## src/rtl/dpd_mag_addr_gen.sv

```systemverilog
// Converts a pair of complex baseband samples per clock into DPD LUT magnitude
// addresses via abs, sort, alpha-max-beta-min estimate, gain and quantisation.
module dpd_mag_addr_gen #(
    parameter int DATA_WIDTH = 32,
    parameter int ADDR_WIDTH = 10,
    parameter int GAIN_WIDTH = 16
) (
    input  logic                  clk,
    input  logic                  rst_n,
    input  logic                  din_valid,
    input  logic [DATA_WIDTH-1:0] din_odd,
    input  logic [DATA_WIDTH-1:0] din_even,
    input  logic [GAIN_WIDTH-1:0] gain,
    output logic [ADDR_WIDTH-1:0] mag_odd,
    output logic [ADDR_WIDTH-1:0] mag_even,
    output logic                  dout_valid,
    input  logic                  clip_cnt_clr,
    output logic [15:0]           clip_cnt
);

    // Lane 0 is the odd (earlier) sample, lane 1 the even one; never swap them.
    logic [DATA_WIDTH-1:0] lane_din [2];

    logic [14:0]           abs_i_q [2], abs_i_d [2];
    logic [14:0]           abs_q_q [2], abs_q_d [2];
    logic [14:0]           mx_q    [2], mx_d    [2];
    logic [14:0]           mn_q    [2], mn_d    [2];
    logic [15:0]           est_q   [2], est_d   [2];
    logic                  ovf_q   [2], ovf_d   [2];
    logic [ADDR_WIDTH-1:0] sc_q    [2], sc_d    [2];
    logic [ADDR_WIDTH-1:0] addr_q  [2], addr_d  [2];
    logic                  clip_q  [2], clip_d  [2];
    logic [ADDR_WIDTH-1:0] mag_q   [2], mag_d   [2];
    logic                  clip_out_q [2], clip_out_d [2];

    logic        v1_q, v1_d, v2_q, v2_d, v3_q, v3_d, v4_q, v4_d, v5_q, v5_d;
    logic        dout_valid_q, dout_valid_d;
    logic [15:0] clip_cnt_q, clip_cnt_d;
    logic [1:0]  clip_inc;
    logic [16:0] clip_sum;

    assign lane_din[0] = din_odd;
    assign lane_din[1] = din_even;

    // -32768 has no 15-bit magnitude, so it saturates to full scale.
    function automatic logic [14:0] sat_abs(input logic [15:0] x);
        logic [14:0] r;
        if (!x[15])
            r = x[14:0];
        else if (x == 16'h8000)
            r = 15'h7fff;
        else
            r = 15'(-x);
        return r;
    endfunction

    always_comb begin
        v1_d = din_valid;
        v2_d = v1_q;
        v3_d = v2_q;
        v4_d = v3_q;
        v5_d = v4_q;
        dout_valid_d = v5_q;
        for (int k = 0; k < 2; k++) begin
            abs_i_d[k] = sat_abs(lane_din[k][31:16]);
            abs_q_d[k] = sat_abs(lane_din[k][15:0]);
            mx_d[k]    = (abs_i_q[k] >= abs_q_q[k]) ? abs_i_q[k] : abs_q_q[k];
            mn_d[k]    = (abs_i_q[k] >= abs_q_q[k]) ? abs_q_q[k] : abs_i_q[k];
            est_d[k]   = {1'b0, mx_q[k]} + 16'(mn_q[k] >> 2) + 16'(mn_q[k] >> 3);
            // Only the overflow bits and the address slice of est*gain >> 14 are kept.
            ovf_d[k]   = |(2'((32'(est_q[k]) * 32'(gain)) >> 30));
            sc_d[k]    = ADDR_WIDTH'((32'(est_q[k]) * 32'(gain)) >> (30 - ADDR_WIDTH));
            addr_d[k]  = ovf_q[k] ? {ADDR_WIDTH{1'b1}} : sc_q[k];
            clip_d[k]  = ovf_q[k];
            mag_d[k]   = v5_q ? addr_q[k] : mag_q[k];
            clip_out_d[k] = v5_q & clip_q[k];
        end
    end

    always_comb begin
        clip_inc   = {1'b0, clip_out_q[0]} + {1'b0, clip_out_q[1]};
        clip_sum   = {1'b0, clip_cnt_q} + {15'd0, clip_inc};
        clip_cnt_d = clip_sum[16] ? 16'hffff : clip_sum[15:0];
        if (clip_cnt_clr)
            clip_cnt_d = 16'd0;
    end

    always_ff @(posedge clk or negedge rst_n) begin
        if (!rst_n) begin
            v1_q <= 1'b0;
            v2_q <= 1'b0;
            v3_q <= 1'b0;
            v4_q <= 1'b0;
            v5_q <= 1'b0;
            dout_valid_q <= 1'b0;
            clip_cnt_q   <= 16'd0;
            for (int k = 0; k < 2; k++) begin
                abs_i_q[k]    <= '0;
                abs_q_q[k]    <= '0;
                mx_q[k]       <= '0;
                mn_q[k]       <= '0;
                est_q[k]      <= '0;
                ovf_q[k]      <= 1'b0;
                sc_q[k]       <= '0;
                addr_q[k]     <= '0;
                clip_q[k]     <= 1'b0;
                mag_q[k]      <= '0;
                clip_out_q[k] <= 1'b0;
            end
        end else begin
            v1_q <= v1_d;
            v2_q <= v2_d;
            v3_q <= v3_d;
            v4_q <= v4_d;
            v5_q <= v5_d;
            dout_valid_q <= dout_valid_d;
            clip_cnt_q   <= clip_cnt_d;
            for (int k = 0; k < 2; k++) begin
                abs_i_q[k]    <= abs_i_d[k];
                abs_q_q[k]    <= abs_q_d[k];
                mx_q[k]       <= mx_d[k];
                mn_q[k]       <= mn_d[k];
                est_q[k]      <= est_d[k];
                ovf_q[k]      <= ovf_d[k];
                sc_q[k]       <= sc_d[k];
                addr_q[k]     <= addr_d[k];
                clip_q[k]     <= clip_d[k];
                mag_q[k]      <= mag_d[k];
                clip_out_q[k] <= clip_out_d[k];
            end
        end
    end

    assign mag_odd    = mag_q[0];
    assign mag_even   = mag_q[1];
    assign dout_valid = dout_valid_q;
    assign clip_cnt   = clip_cnt_q;

endmodule

```

## config.mk

```make
export PLATFORM = sky130hd
export DESIGN_NAME = dpd_mag_addr_gen
export DESIGN_NICKNAME = d
export VERILOG_FILES = /design/src/rtl/dpd_mag_addr_gen.sv
export SDC_FILE = /design/constraint.sdc
export NUM_CORES = 2
export LEC_CHECK = 0
export BUFFER_PORTS_ARGS = -buffer_cell sky130_fd_sc_hd__clkbuf_2
export CORE_UTILIZATION = 31
export DETAILED_ROUTE_END_ITERATION = 12
export GPL_ROUTABILITY_DRIVEN = 0
export HOLD_SLACK_MARGIN = 0.05
export PLACE_DENSITY_LB_ADDON = 0.08
export SLEW_MARGIN = 10
export SYNTH_ARGS = -nofsm -noshare
export SYNTH_HDL_FRONTEND = slang
export SYNTH_SLANG_ARGS = --single-unit
```

## constraint.sdc

```tcl
create_clock -name clk -period 12.1 [get_ports clk]
set_clock_uncertainty 0.1 [all_clocks]
set_input_delay 2.42 -clock clk [delete_from_list [all_inputs] [get_ports clk]]
set_output_delay 2.42 -clock clk [all_outputs]
set_load 0.05 [all_outputs]
```

==> run metrics <==
Post-Synth XOR/XNOR Area=0.0319; floorplan row count=107; Seq/Total Area, Yosys=0.219; Vias per Instance=4.60; Final TNS setup=0 ns; DPL Wire Length=between 40 and 50 mm; worst setup path class=input port to flop; Mapped Area=around 27000 um^2; IO Port Bufs=between 100 and 150; wl on met1=approximately 31 mm; critical path required time=between 10 and 15 ns; Setup Viol. Count Final=0; Die H=a little under 300 um; Synth Warn #=0; mux contribution to synthesized area=0.0357; GRT Total Usage=0.155; Seq cells post-synth=about 240; Final Cycle Share=0.711; Routed Antenna Nets=0; syn_nets=~3500; HP Class=flop to flop; Clock transition at path regs=~0.06 ns; Starting Density=0.315; share of flip-flops with an asynchronous set or reset=1.00; synth unique cells=58; Slew Limit Headroom=0.358; endpoint class of the critical path=flop; CTS max path bufs=3; first-pass detailed-route iteration total=5; worst endpoint data arrival time=between 8 and 9 ns; critical path fanouts, max=32; root buffer cell=clkbuf_16; average wire per standard cell=between 15 and 20 um; first-pass GRT wire length=about 110 mm; Max stage delay on crit path=a little under 0.7 ns; number of CTS-inserted buffers=27; final slew viol count=0; Area Overhead vs Synth=9.45%; die area=88000 um^2; crit start category=input port; CTS tree=built; Post-Synth Simple-Gate Area=0.147; RSZ-0062 raised after global routing=no; die width=297 um; H-Tree Depth=1; Fin. Hold Viols=0; Post-Synth Adder-Cell Area=0.430; drt drc=0; Cells after Synth=roughly 2700; clk_lat worst skew=between 0.5 and 0.6 ns; largest family of logic cells by synthesized area=adder cells; cts hold-fix bufs=0; most frequent CP cell=fa_1; core area=about 86000 um^2; max cap viols=0; DR vias=between 15000 and 20000; largest net degree at the start of global routing=156; met2 routed WL=31.3 mm; number of global-route vias before repair=approximately 20000; Crit-path slowest cell=clkbuf_2; Initial DRC Count=818; Layout Nets=3524; top_reg_cell synth=dfrtp_1; Least-Margin Pin Slew=about 0.96 ns; register area=roughly 5900 um^2; critical path cell sequence=clkbuf_2, nand2_1, fa_1, fa_1, inv_1, fa_1, fa_1, fa_1, inv_1, fa_1, inv_1, ha_1, nand4_1, nor4_1, o21ai_0, a211oi_1, a221o_1, o211a_1, a311o_1, o31ai_1, mux2i_1; syn avg cell area=between 9 and 10 um^2; FMAX=0.116 GHz; grt ovf=0; run status=completed; Detailed Route WL=65.0 mm; area of the multi-input gates=around 19000 um^2; clock sink total=between 200 and 250; initial antenna violation count=6; DR top layer=met5; Post-synth EDFFs=0; layout cells sized above 1=0.0997; # fillers=8731; postcts setup bufs=0; Final min period=roughly 8.6 ns; post-synthesis compound-gate area fraction=0.0501; post_cts resized=0; # IOs=121; WL met3=~2.1 mm
## flip-flops by register name, summed over array words and instances, names as in the netlist, 16 cells and up
signal    cells
est_q        32
mn_q         26
abs_i_q      30
clip_cnt     16
sc_q         20
addr_q       20
abs_q_q      30
mx_q         30
## critical path, delay by kind of cell
| kind | cells | cell delay, ns |
|---|---|---|
| compound gates | 6 | 1.72 |
| fa+ha+maj | 7 | 3.36 |
| buf+inv | 4 | 0.82 |
| mux | 1 | 0.22 |
| simple gates | 3 | 0.41 |
## worst paths after layout
check | startpoint | to | slack, ns | cells after the start
max | gain[1] | clip_d[1]$_DFF_PN0_ | 3.50 | 21
min | v4_q$_DFF_PN0_ | dout_valid_d$_DFF_PN0_ | 0.25 | 0
max reg2reg | est_q[24]$_DFF_PN0_ | clip_d[1]$_DFF_PN0_ | 5.10 | 20
min reg2reg | v4_q$_DFF_PN0_ | dout_valid_d$_DFF_PN0_ | 0.25 | 0
max in group asynchronous | rst_n | addr_q[11]$_DFF_PN0_ | 8.83 | 2
min in group asynchronous | rst_n | clip_cnt[5]$_DFF_PN0_ | 1.75 | 1
## final cells by class
class / instances / share of cell area
multi-input combinational: 1869 / 0.635
sequential: 236 / 0.200
inverter: 499 / 0.0636
tap: 1144 / 0.0486
clock buffer: 37 / 0.0259
timing repair buffer: 129 / 0.0234
clock inverter: 8 / 0.00268
antenna: 2 / 0.000170
## metrics by stage
step | utilization | std cells | setup slack, ns | cell area [um^2] | hold slack (ns)
2_1_floorplan | - | 2705 | 3.88 | 26900 | 0.231
3_3_place_gp | 0.335 | 3877 | 3.02 | 28600 | 0.235
3_5_place_dp | 0.335 | 3877 | 2.94 | 28600 | 0.236
4_1_cts | 0.344 | 3922 | 3.50 | 29500 | 0.249
5_1_grt | 0.344 | 3922 | 3.13 | 29500 | 0.270
6_report | 0.344 | 3924 | 3.50 | 29500 | 0.246
## layer usage
metal  up-vias  global-route usage
met1      9308               0.217
met2       262               0.261
li1       8413                   -
met5         -                   0
met4         6              0.0283
met3        50              0.0137
## cells by family after synthesis
family,count (synthesis)
AOI/OAI and AO/OA,208
xor gates and xnor gates,98
adders and majority gates,678
buffers and inverters,600
DFF,236
muxes,79
and+or+nand+nor,806
## cells in the mapped netlist (28+ instances only)
library cell,instances,area (um^2)
fa_1,413,8270
inv_1,499,1870
a21oi_1,57,285
clkbuf_1,87,327
and2_1,242,1510
xor2_1,50,438
nor2_1,48,180
nand2_1,384,1440
a21o_1,28,210
dfrtp_1,236,5910
o21ai_0,50,250
ha_1,265,3320
mux2_2,56,631
xnor2_1,48,420
## placed cells by master, fill, tap and decap left out, types with 12 or more instances in the layout
cell / n
a21oi_1: 57
o31ai_1: 14
nor2b_1: 13
nand4_1: 13
and2_1: 242
nor2_1: 48
xnor2_1: 48
mux2_2: 56
or3_1: 12
xor2_1: 50
nand2b_1: 13
fa_1: 413
nand3_1: 23
clkbuf_16: 27
dfrtp_1: 236
nor3_1: 13
inv_1: 499
clkbuf_2: 119
o21ai_0: 50
ha_1: 265
mux2_4: 20
a21o_1: 28
nand2_1: 384
or2_2: 21
Power is left out: the tool's default activity adds up to more than one toggle a clock period on the data nets, which glitch-free logic cannot reach.
